$ cat src/rtl/mem_arbiter.sv
// Byte-serial arbiter between instruction fetch and the load/store buffer for one 8-bit memory port.
// Define MEM_ARB_RR_EN for round-robin priority on ties; the default is fixed LSB-over-fetch priority.
module mem_arbiter #(
    parameter int unsigned           ADDR_WIDTH = 32,
    parameter logic [ADDR_WIDTH-1:0] IO_BASE    = ADDR_WIDTH'(32'h30000)
) (
    input  logic                  clk_in,
    input  logic                  rst_in,
    input  logic                  rdy_in,
    input  logic                  if_req,
    input  logic [ADDR_WIDTH-1:0] if_addr,
    output logic                  if_done,
    output logic [31:0]           if_data,
    input  logic                  lsb_req,
    input  logic                  lsb_wr,
    input  logic [1:0]            lsb_size,
    input  logic [ADDR_WIDTH-1:0] lsb_addr,
    input  logic [31:0]           lsb_wdata,
    output logic                  lsb_done,
    output logic [31:0]           lsb_rdata,
    input  logic                  flush,
    input  logic                  io_buffer_full,
    input  logic [7:0]            mem_din,
    output logic [7:0]            mem_dout,
    output logic [ADDR_WIDTH-1:0] mem_a,
    output logic                  mem_wr
);

    typedef enum logic [2:0] {IDLE, IF_RD, LSB_RD, LSB_WR, DONE} state_t;

    state_t                state_q, state_d;
    logic [2:0]            idx_q, idx_d;
    logic [2:0]            nbytes_q, nbytes_d;
    logic [ADDR_WIDTH-1:0] addr_q, addr_d;
    logic [31:0]           wdata_q, wdata_d;
    logic [31:0]           data_q, data_d;
    logic [ADDR_WIDTH-1:0] mem_a_q, mem_a_d;
    logic [7:0]            mem_dout_q, mem_dout_d;
    logic                  mem_wr_q, mem_wr_d;
    logic                  if_done_q, if_done_d;
    logic [31:0]           if_data_q, if_data_d;
    logic                  lsb_done_q, lsb_done_d;
    logic [31:0]           lsb_rdata_q, lsb_rdata_d;
`ifdef MEM_ARB_RR_EN
    logic                  last_grant_q, last_grant_d;
`endif

    logic       if_ok;
    logic       grant_lsb;
    logic       grant_if;
    logic       io_stall;
    logic [2:0] idx_next;
    logic [1:0] cap_sel;
    logic [1:0] wr_sel;

    function automatic logic [2:0] size_to_bytes(input logic [1:0] size);
        case (size)
            2'b00:   return 3'd1;
            2'b01:   return 3'd2;
            default: return 3'd4;
        endcase
    endfunction

    assign if_ok = if_req && !flush;
`ifdef MEM_ARB_RR_EN
    // last_grant_q high means fetch won last, so LSB takes the next tie.
    assign grant_lsb = lsb_req && (!if_ok || last_grant_q);
`else
    assign grant_lsb = lsb_req;
`endif
    assign grant_if = if_ok && !grant_lsb;
    assign io_stall = io_buffer_full && (mem_a_q >= IO_BASE);
    assign idx_next = idx_q + 3'd1;
    assign cap_sel  = 2'(idx_q - 3'd1);
    assign wr_sel   = 2'(idx_next);

    always_comb begin
        state_d     = state_q;
        idx_d       = idx_q;
        nbytes_d    = nbytes_q;
        addr_d      = addr_q;
        wdata_d     = wdata_q;
        data_d      = data_q;
        mem_a_d     = mem_a_q;
        mem_dout_d  = mem_dout_q;
        mem_wr_d    = mem_wr_q;
        if_done_d   = 1'b0;
        if_data_d   = if_data_q;
        lsb_done_d  = 1'b0;
        lsb_rdata_d = lsb_rdata_q;
`ifdef MEM_ARB_RR_EN
        last_grant_d = last_grant_q;
`endif
        case (state_q)
            IDLE: begin
                idx_d      = 3'd0;
                data_d     = '0;
                mem_a_d    = '0;
                mem_wr_d   = 1'b0;
                mem_dout_d = '0;
                if (grant_lsb) begin
                    addr_d   = lsb_addr;
                    wdata_d  = lsb_wdata;
                    nbytes_d = size_to_bytes(lsb_size);
                    mem_a_d  = lsb_addr;
                    if (lsb_wr) begin
                        state_d    = LSB_WR;
                        mem_wr_d   = 1'b1;
                        mem_dout_d = lsb_wdata[7:0];
                    end else begin
                        state_d = LSB_RD;
                    end
`ifdef MEM_ARB_RR_EN
                    last_grant_d = 1'b0;
`endif
                end else if (grant_if) begin
                    addr_d   = if_addr;
                    nbytes_d = 3'd4;
                    mem_a_d  = if_addr;
                    state_d  = IF_RD;
`ifdef MEM_ARB_RR_EN
                    last_grant_d = 1'b1;
`endif
                end
            end
            IF_RD, LSB_RD: begin
                if (state_q == IF_RD && flush) begin
                    state_d = IDLE;
                    idx_d   = 3'd0;
                    mem_a_d = '0;
                end else begin
                    // idx counts addresses issued; the byte on mem_din belongs to idx-1.
                    if (idx_q != 3'd0) begin
                        data_d[{cap_sel, 3'b000} +: 8] = mem_din;
                    end
                    if (idx_q == nbytes_q) begin
                        state_d = DONE;
                        mem_a_d = '0;
                        if (state_q == IF_RD) begin
                            if_done_d = 1'b1;
                            if_data_d = data_d;
                        end else begin
                            lsb_done_d  = 1'b1;
                            lsb_rdata_d = data_d;
                        end
                    end else begin
                        idx_d   = idx_next;
                        mem_a_d = (idx_next < nbytes_q) ? addr_q + ADDR_WIDTH'(idx_next) : '0;
                    end
                end
            end
            LSB_WR: begin
                if (!io_stall) begin
                    if (idx_next == nbytes_q) begin
                        state_d    = DONE;
                        lsb_done_d = 1'b1;
                        mem_wr_d   = 1'b0;
                        mem_a_d    = '0;
                        mem_dout_d = '0;
                    end else begin
                        idx_d      = idx_next;
                        mem_a_d    = addr_q + ADDR_WIDTH'(idx_next);
                        mem_dout_d = wdata_q[{wr_sel, 3'b000} +: 8];
                    end
                end
            end
            DONE: begin
                state_d = IDLE;
                mem_a_d = '0;
            end
            default: begin
                state_d = IDLE;
            end
        endcase
    end

    always_ff @(posedge clk_in) begin
        if (!rst_in) begin
            state_q     <= IDLE;
            idx_q       <= 3'd0;
            nbytes_q    <= 3'd0;
            addr_q      <= '0;
            wdata_q     <= '0;
            data_q      <= '0;
            mem_a_q     <= '0;
            mem_dout_q  <= '0;
            mem_wr_q    <= 1'b0;
            if_done_q   <= 1'b0;
            if_data_q   <= '0;
            lsb_done_q  <= 1'b0;
            lsb_rdata_q <= '0;
`ifdef MEM_ARB_RR_EN
            last_grant_q <= 1'b1;
`endif
        end else if (rdy_in) begin
            state_q     <= state_d;
            idx_q       <= idx_d;
            nbytes_q    <= nbytes_d;
            addr_q      <= addr_d;
            wdata_q     <= wdata_d;
            data_q      <= data_d;
            mem_a_q     <= mem_a_d;
            mem_dout_q  <= mem_dout_d;
            mem_wr_q    <= mem_wr_d;
            if_done_q   <= if_done_d;
            if_data_q   <= if_data_d;
            lsb_done_q  <= lsb_done_d;
            lsb_rdata_q <= lsb_rdata_d;
`ifdef MEM_ARB_RR_EN
            last_grant_q <= last_grant_d;
`endif
        end
    end

    // A stalled IO byte or a frozen pipeline must never strobe the bus.
    assign mem_wr    = mem_wr_q && rdy_in && !io_stall;
    assign mem_a     = mem_a_q;
    assign mem_dout  = mem_dout_q;
    assign if_done   = if_done_q && !flush;
    assign if_data   = if_data_q;
    assign lsb_done  = lsb_done_q;
    assign lsb_rdata = lsb_rdata_q;

endmodule

$ cat config.mk
export PLATFORM = sky130hd
export DESIGN_NAME = mem_arbiter
export DESIGN_NICKNAME = d
export VERILOG_FILES = /design/src/rtl/mem_arbiter.sv
export SDC_FILE = /design/constraint.sdc
export NUM_CORES = 1
export LEC_CHECK = 0
export BUFFER_PORTS_ARGS = -buffer_cell sky130_fd_sc_hd__buf_2
export CORE_MARGIN = 1
export CORE_UTILIZATION = 59
export DETAILED_ROUTE_END_ITERATION = 6
export PLACE_DENSITY = 0.86
export SETUP_SLACK_MARGIN = 0.1
export SLEW_MARGIN = 20
export SYNTH_ARGS = -nofsm -noshare
export SYNTH_HDL_FRONTEND = slang
export SYNTH_SLANG_ARGS = --single-unit
$ cat constraint.sdc
create_clock -name clk_in -period 5.1 [get_ports clk_in]
set_input_delay 1.02 -clock clk_in [delete_from_list [all_inputs] [get_ports clk_in]]
set_output_delay 1.02 -clock clk_in [all_outputs]
set_load 0.01 [all_outputs]
# == After elaboration in Yosys (flattened, before gate mapping) ==
# Cells that the tools add are included.
# classes
n_addsub,4
n_lt_le_gt_ge,2
eq_ne,14
shift,3
muxes,50
n_bitwise,2
reduce_logical,29
# ops
cell,n
32-bit two-way mux,11
32-bit one-hot mux with 4 select lines,1
32-bit one-hot mux with 2 select lines,1
3-bit two-way mux,12
32-bit by 3-bit adder with 32-bit output,1
32-bit bitwise mux,1
32-bit by 18-bit >= comparator with 1-bit output (second input constant),1
8-bit two-way mux,4
8-bit by 7-bit variable shift with 32-bit output (first input constant),1
32-bit by 6-bit indexed part select with 8-bit output,1
8-bit by 7-bit indexed part select with 32-bit output,1
5-bit AND reduction,4
3-bit one-hot mux with 3 select lines,2
8-bit one-hot mux with 2 select lines,1
3-bit AND reduction,5
1-bit two-way mux,14
3-bit != test (second input constant),3
2-bit != test (second input constant),4
1-bit logical AND,7
5-bit negator with 7-bit output,1
3-bit by 2-bit equality test with 1-bit output (second input constant),2
3-bit equality test,2
3-bit one-hot mux with 2 select lines,1
2-bit nonzero test,3
other kinds (15),20
# totals
regBits,212
word_cells,117

# == Logic depth before layout (Yosys ltp) ==
# depth
word_depth,7
ltp_mapped,10

# == Least setup slack after synthesis ==
# OpenSTA, ideal clock, no wires.
# synth_timing
path_type,input to output
startpoint,input rdy_in
endpoint,output mem_wr
t_arrival_ns,1.732
path_slack_ns,2.348
path_stages,4
n_path_buf,2
path_cell_list,clkbuf_1 clkbuf_1 nand2_1 nor2_1
# synth_via
elab_chain_len,2
# synth_rtl
element,line,text
"start, declared",9,"input logic rdy_in,"
1-bit logical AND (2 in series),216,assign mem_wr = mem_wr_q && rdy_in && !io_stall;
"end, declared",26,output logic mem_wr
# No other way between the ends.

# == Final worst setup path ==
# layout_timing
startpoint,register idx_q[1]
endpoint,"register mem_a_q[29], in the netlist mem_a[29]"
# layout_via
elab_chain_len,6
word_cells_on_any_way,11
cone_classes,add/sub: 2; order compare: 1; eq/ne: 2; mux: 6
# layout_rtl
element,line,text
"start, declared",32,"logic [2:0] idx_q, idx_d;"
"start signal, assigned",197,idx_q <= idx_d;
3-bit by 1-bit adder with 3-bit output,73,assign idx_next = idx_q + 3'd1;
32-bit by 3-bit adder with 32-bit output / 3-bit < comparator (equally long branches),"148, 162",
32-bit two-way mux,148,mem_a_d = (idx_next < nbytes_q) ? addr_q + ADDR_WIDTH'(idx_next) : '0;
32-bit two-way mux,136,if (idx_q == nbytes_q) begin
32-bit two-way mux,127,if (state_q == IF_RD && flush) begin
32-bit one-hot mux with 4 select lines (*),94,case (state_q)
"end signal, assigned",202,mem_a_q <= mem_a_d;
"end, declared",37,"logic [ADDR_WIDTH-1:0] mem_a_q, mem_a_d;"
# Mark *: on every way between the ends. The rest lies on a longest branch, timed or not. The select of a mux whose other input is x is not followed.
# A chain may end at the register's enable or synchronous reset.

==> flow_metrics.env <==
export IMPL_reg2reg_from="idx_q[1]$_SDFFE_PN0P_"
export IMPL_drtPass1Iterations=5
export IMPL_setup_viol=0
export IMPL_cp_depth=9
export IMPL_synthFlopType="dfxtp_1"
export IMPL_routedWlPerCell_um=17.5
export IMPL_busiest_layer="met2"
export IMPL_synth_warnings=0
export IMPL_avgSynthCellArea_um2=8.68
export IMPL_fin_skew_ns=0.0122
export IMPL_crit_slowest_cell="ha_1"
export IMPL_cts_clk_slew_worst_paths_ns=0.06
export IMPL_cts_setup_buffers=0
export IMPL_fin_nets=1429
export IMPL_r2r_cells=9
export IMPL_clock_latency_ns=0.50
export IMPL_worst_slew_pin_transition_ns=1.10
export IMPL_rsz0062_at_grt="no"
export IMPL_arrival_ns=4.22
export IMPL_clock_sinks=212
export IMPL_grt_util_all_layers_pct=30.2
export IMPL_grtUsageMet2_pct=50.7
export IMPL_worstPathCellList="inv_1 -> ha_1 -> ha_1 -> and3_1 -> nor2_1 -> a31o_2 -> nand3_1 -> a221o_1 -> nand2_1"
export IMPL_cts_resized=0
export IMPL_hold_path_class="reg -> reg"
export IMPL_syn_inst=1136
export IMPL_dpl_worst_slack_ns=1.40
export IMPL_synth_most_common_cell="dfxtp_1"
export IMPL_grt_pass1_vias=8666
export IMPL_peakVddDrop_uv=249
export IMPL_cp_slowest_stage_delay_ns=0.77
export IMPL_finalCritPeriodShare_pct=74.0
export IMPL_cp_required_ns=5.54
export IMPL_worst_path_max_fanout=32
export IMPL_powerDensity_nw_per_um2=354
export IMPL_max_freq_mhz=265
export IMPL_overflow=0
export IMPL_coreArea_um2=16100
export IMPL_synth_edff_count=0
export IMPL_synthArstFlopShare_pct=0
export IMPL_yosys_area_top_type_share_pct=43.1
export IMPL_use_met1_pct=39.0
export IMPL_final_util_pct=73.0
export IMPL_io_buffers=220
export IMPL_vias_per_cell=6.09
export IMPL_synth_top_area_cell="dfxtp_1"
export IMPL_cp_endpoint="mem_a[29]$_SDFFE_PN0P_"
export IMPL_drc=0
export IMPL_grt_max_degree=129
export IMPL_fin_hold_ws_ns=0.457
export IMPL_max_slew_margin_rel_pct=26.6
export IMPL_dieArea_um2=17200
export IMPL_multiInputGateArea_um2=5200
export IMPL_synthToLayoutAreaGrowth_pct=19.4
export IMPL_startpoint_type="flop"
export IMPL_initial_core_util_pct=61.2
export IMPL_hpwl_um=17800
export IMPL_ys_types=60
export IMPL_crit_path_frequent_cell="ha_1"
export IMPL_cp_startpoint="idx_q[1]$_SDFFE_PN0P_"
export IMPL_cpLargestDelayFamily="adder cells"
export IMPL_dieHeight_um=131
export IMPL_synth_seq_cells=212
export IMPL_synth_seq_area_share_pct=43.1
export IMPL_worst_path_buf_inv=1
export IMPL_cts_htree_levels=1
export IMPL_yosys_top_cells_count="dfxtp_1 (212), nor2_1 (174), a21oi_1 (92)"
export IMPL_synth_area_leaders="dfxtp_1 (43%), nor2_1 (6.6%), a211oi_1 (5.9%)"
export IMPL_place_gp_congestion=0.941
export IMPL_final_layout_size_suffix_gt1_share_pct=25.0
export IMPL_maxCapViolCount=0
export IMPL_leakage_nw=4.71
export IMPL_postRouteAntennaNets=0
export IMPL_vias=9349
export IMPL_layout_min_cycle_time_ns=3.77
export IMPL_grt_pass1_wl_um=43200
export IMPL_r2r_end="mem_a[29]$_SDFFE_PN0P_"
export IMPL_outcome="finished clean"
export IMPL_std_cell_rows=46
export IMPL_cp_end_kind="flop"
export IMPL_finalHoldViolations=0
export IMPL_setup_tns_final_ns=0
export IMPL_seq_area_um2=4240
export IMPL_cts_root_buf="clkbuf_16"
export IMPL_ios=221
export IMPL_power_total_w=0.00417
export IMPL_postCtsHoldBufs=0
export IMPL_synth_nets=1263
export IMPL_die_w_um=131
export IMPL_fillers=1229
export IMPL_clockBufferDepth=3
export IMPL_cts_made_buffers=22
export IMPL_r2r_slack_ns=1.33
export IMPL_met3_usage_pct=4.67
export IMPL_syn_area_um2=9860
export IMPL_drtIter0Drc=779
export IMPL_tritoncts="built"
export IMPL_drv_slew=0
export IMPL_wirelength_um=26900
export IMPL_worstSetupPathType="reg -> reg"
export IMPL_antenna_found_initial=3
export IMPL_setup_ws_ns=1.33
[area by class of cell]
class / count / share of cell area (%)
multi-input combinational: 818 / 44.2
sequential: 212 / 36.1
timing repair buffer: 233 / 10.2
clock buffer: 28 / 5.47
tap: 216 / 2.30
clock inverter: 12 / 1.30
inverter: 15 / 0.521
antenna: 1 / 0.0213
[through the flow]
stage          instances  cell area (µm²)
3_5_place_dp        1494            11000
5_1_grt             1535            11800
4_1_cts             1534            11800
2_1_floorplan       1136             9860
6_report            1535            11800
3_3_place_gp        1494            11000
[cell usage in the layout, fill, tap and decap left out, drive strengths merged, types with 11 or more instances in the layout]
cell type  synthesis  routed
nand3             17      17
nor4              11      11
ha                12      12
a22oi             64      64
xor2              12      12
clkbuf            68      28
nand4             11      11
dfxtp            212     212
nor2             184     184
buf               23     233
nand2             87      87
mux2i             34      34
xnor2             20      20
o21ai             66      66
a21oi             93      93
nor3              16      16
inv               15      15
a211oi            97      97
a2bb2oi           24      24
[flip-flops by register name, summed over array words and instances, names as in the netlist]
| register | cells |
|---|---|
| if_data | 32 |
| idx_q | 3 |
| state_q | 3 |
| data_q | 32 |
| mem_a | 32 |
| lsb_done | 1 |
| if_done_q | 1 |
| nbytes_q | 3 |
| addr_q | 32 |
| mem_wr_q | 1 |
| mem_dout | 8 |
| wdata_q | 32 |
| lsb_rdata | 32 |
[power breakdown]
group          internal [W]  switching, W
combinational      0.000237      0.000364
sequential          0.00175     0.0000859
clock               0.00105      0.000676
[worst reg2reg max path, cell delays in order, from the launching register on]
cell,delay [ns]
dfxtp_1,0.45
inv_1,0.13
ha_1,0.77
ha_1,0.37
and3_1,0.20
nor2_1,0.54
a31o_2,0.70
nand3_1,0.15
a221o_1,0.33
nand2_1,0.06
[how the worst min path moves through the flow]
stage	slack (ns)	start	end	cells after the start
4_1_cts	0.46	wdata_q[16]$_SDFFE_PN0P_	wdata_q[16]$_SDFFE_PN0P_	2
3_3_place_gp	0.44	wdata_q[1]$_SDFFE_PN0P_	wdata_q[1]$_SDFFE_PN0P_	2
2_1_floorplan	0.43	wdata_q[0]$_SDFFE_PN0P_	wdata_q[0]$_SDFFE_PN0P_	2
5_1_grt	0.47	wdata_q[16]$_SDFFE_PN0P_	wdata_q[16]$_SDFFE_PN0P_	2
6_report	0.46	wdata_q[7]$_SDFFE_PN0P_	wdata_q[7]$_SDFFE_PN0P_	2
3_5_place_dp	0.45	wdata_q[3]$_SDFFE_PN0P_	wdata_q[3]$_SDFFE_PN0P_	2
[cell families (layout without fill, tap and decap cells)]
family | Yosys count | in the layout | share of synthesized area (%)
multiplexers | 42 | 42 | 5.28
other | 0 | 1 | 0
adder cells (fa/ha/maj) | 13 | 13 | 1.73
AO/OA/AOI/OAI | 368 | 368 | 25.8
AND/OR/NAND/NOR | 363 | 363 | 16.8
XOR/XNOR | 32 | 32 | 2.84
buffers and inverters | 106 | 288 | 4.53
flip-flops | 212 | 212 | 43.1
[layer usage]
| metal | wire [µm] | share of wire [%] | vias up |
|---|---|---|---|
| met3 | 1940 | 7.2 | 69 |
| met4 | 890 | 3.3 | 4 |
| li1 | - | - | 4459 |
| met5 | 26 | 0.097 | - |
| met1 | 11200 | 42 | 4452 |
| met2 | 12800 | 48 | 365 |
Power figures use the tool's default switching activity.
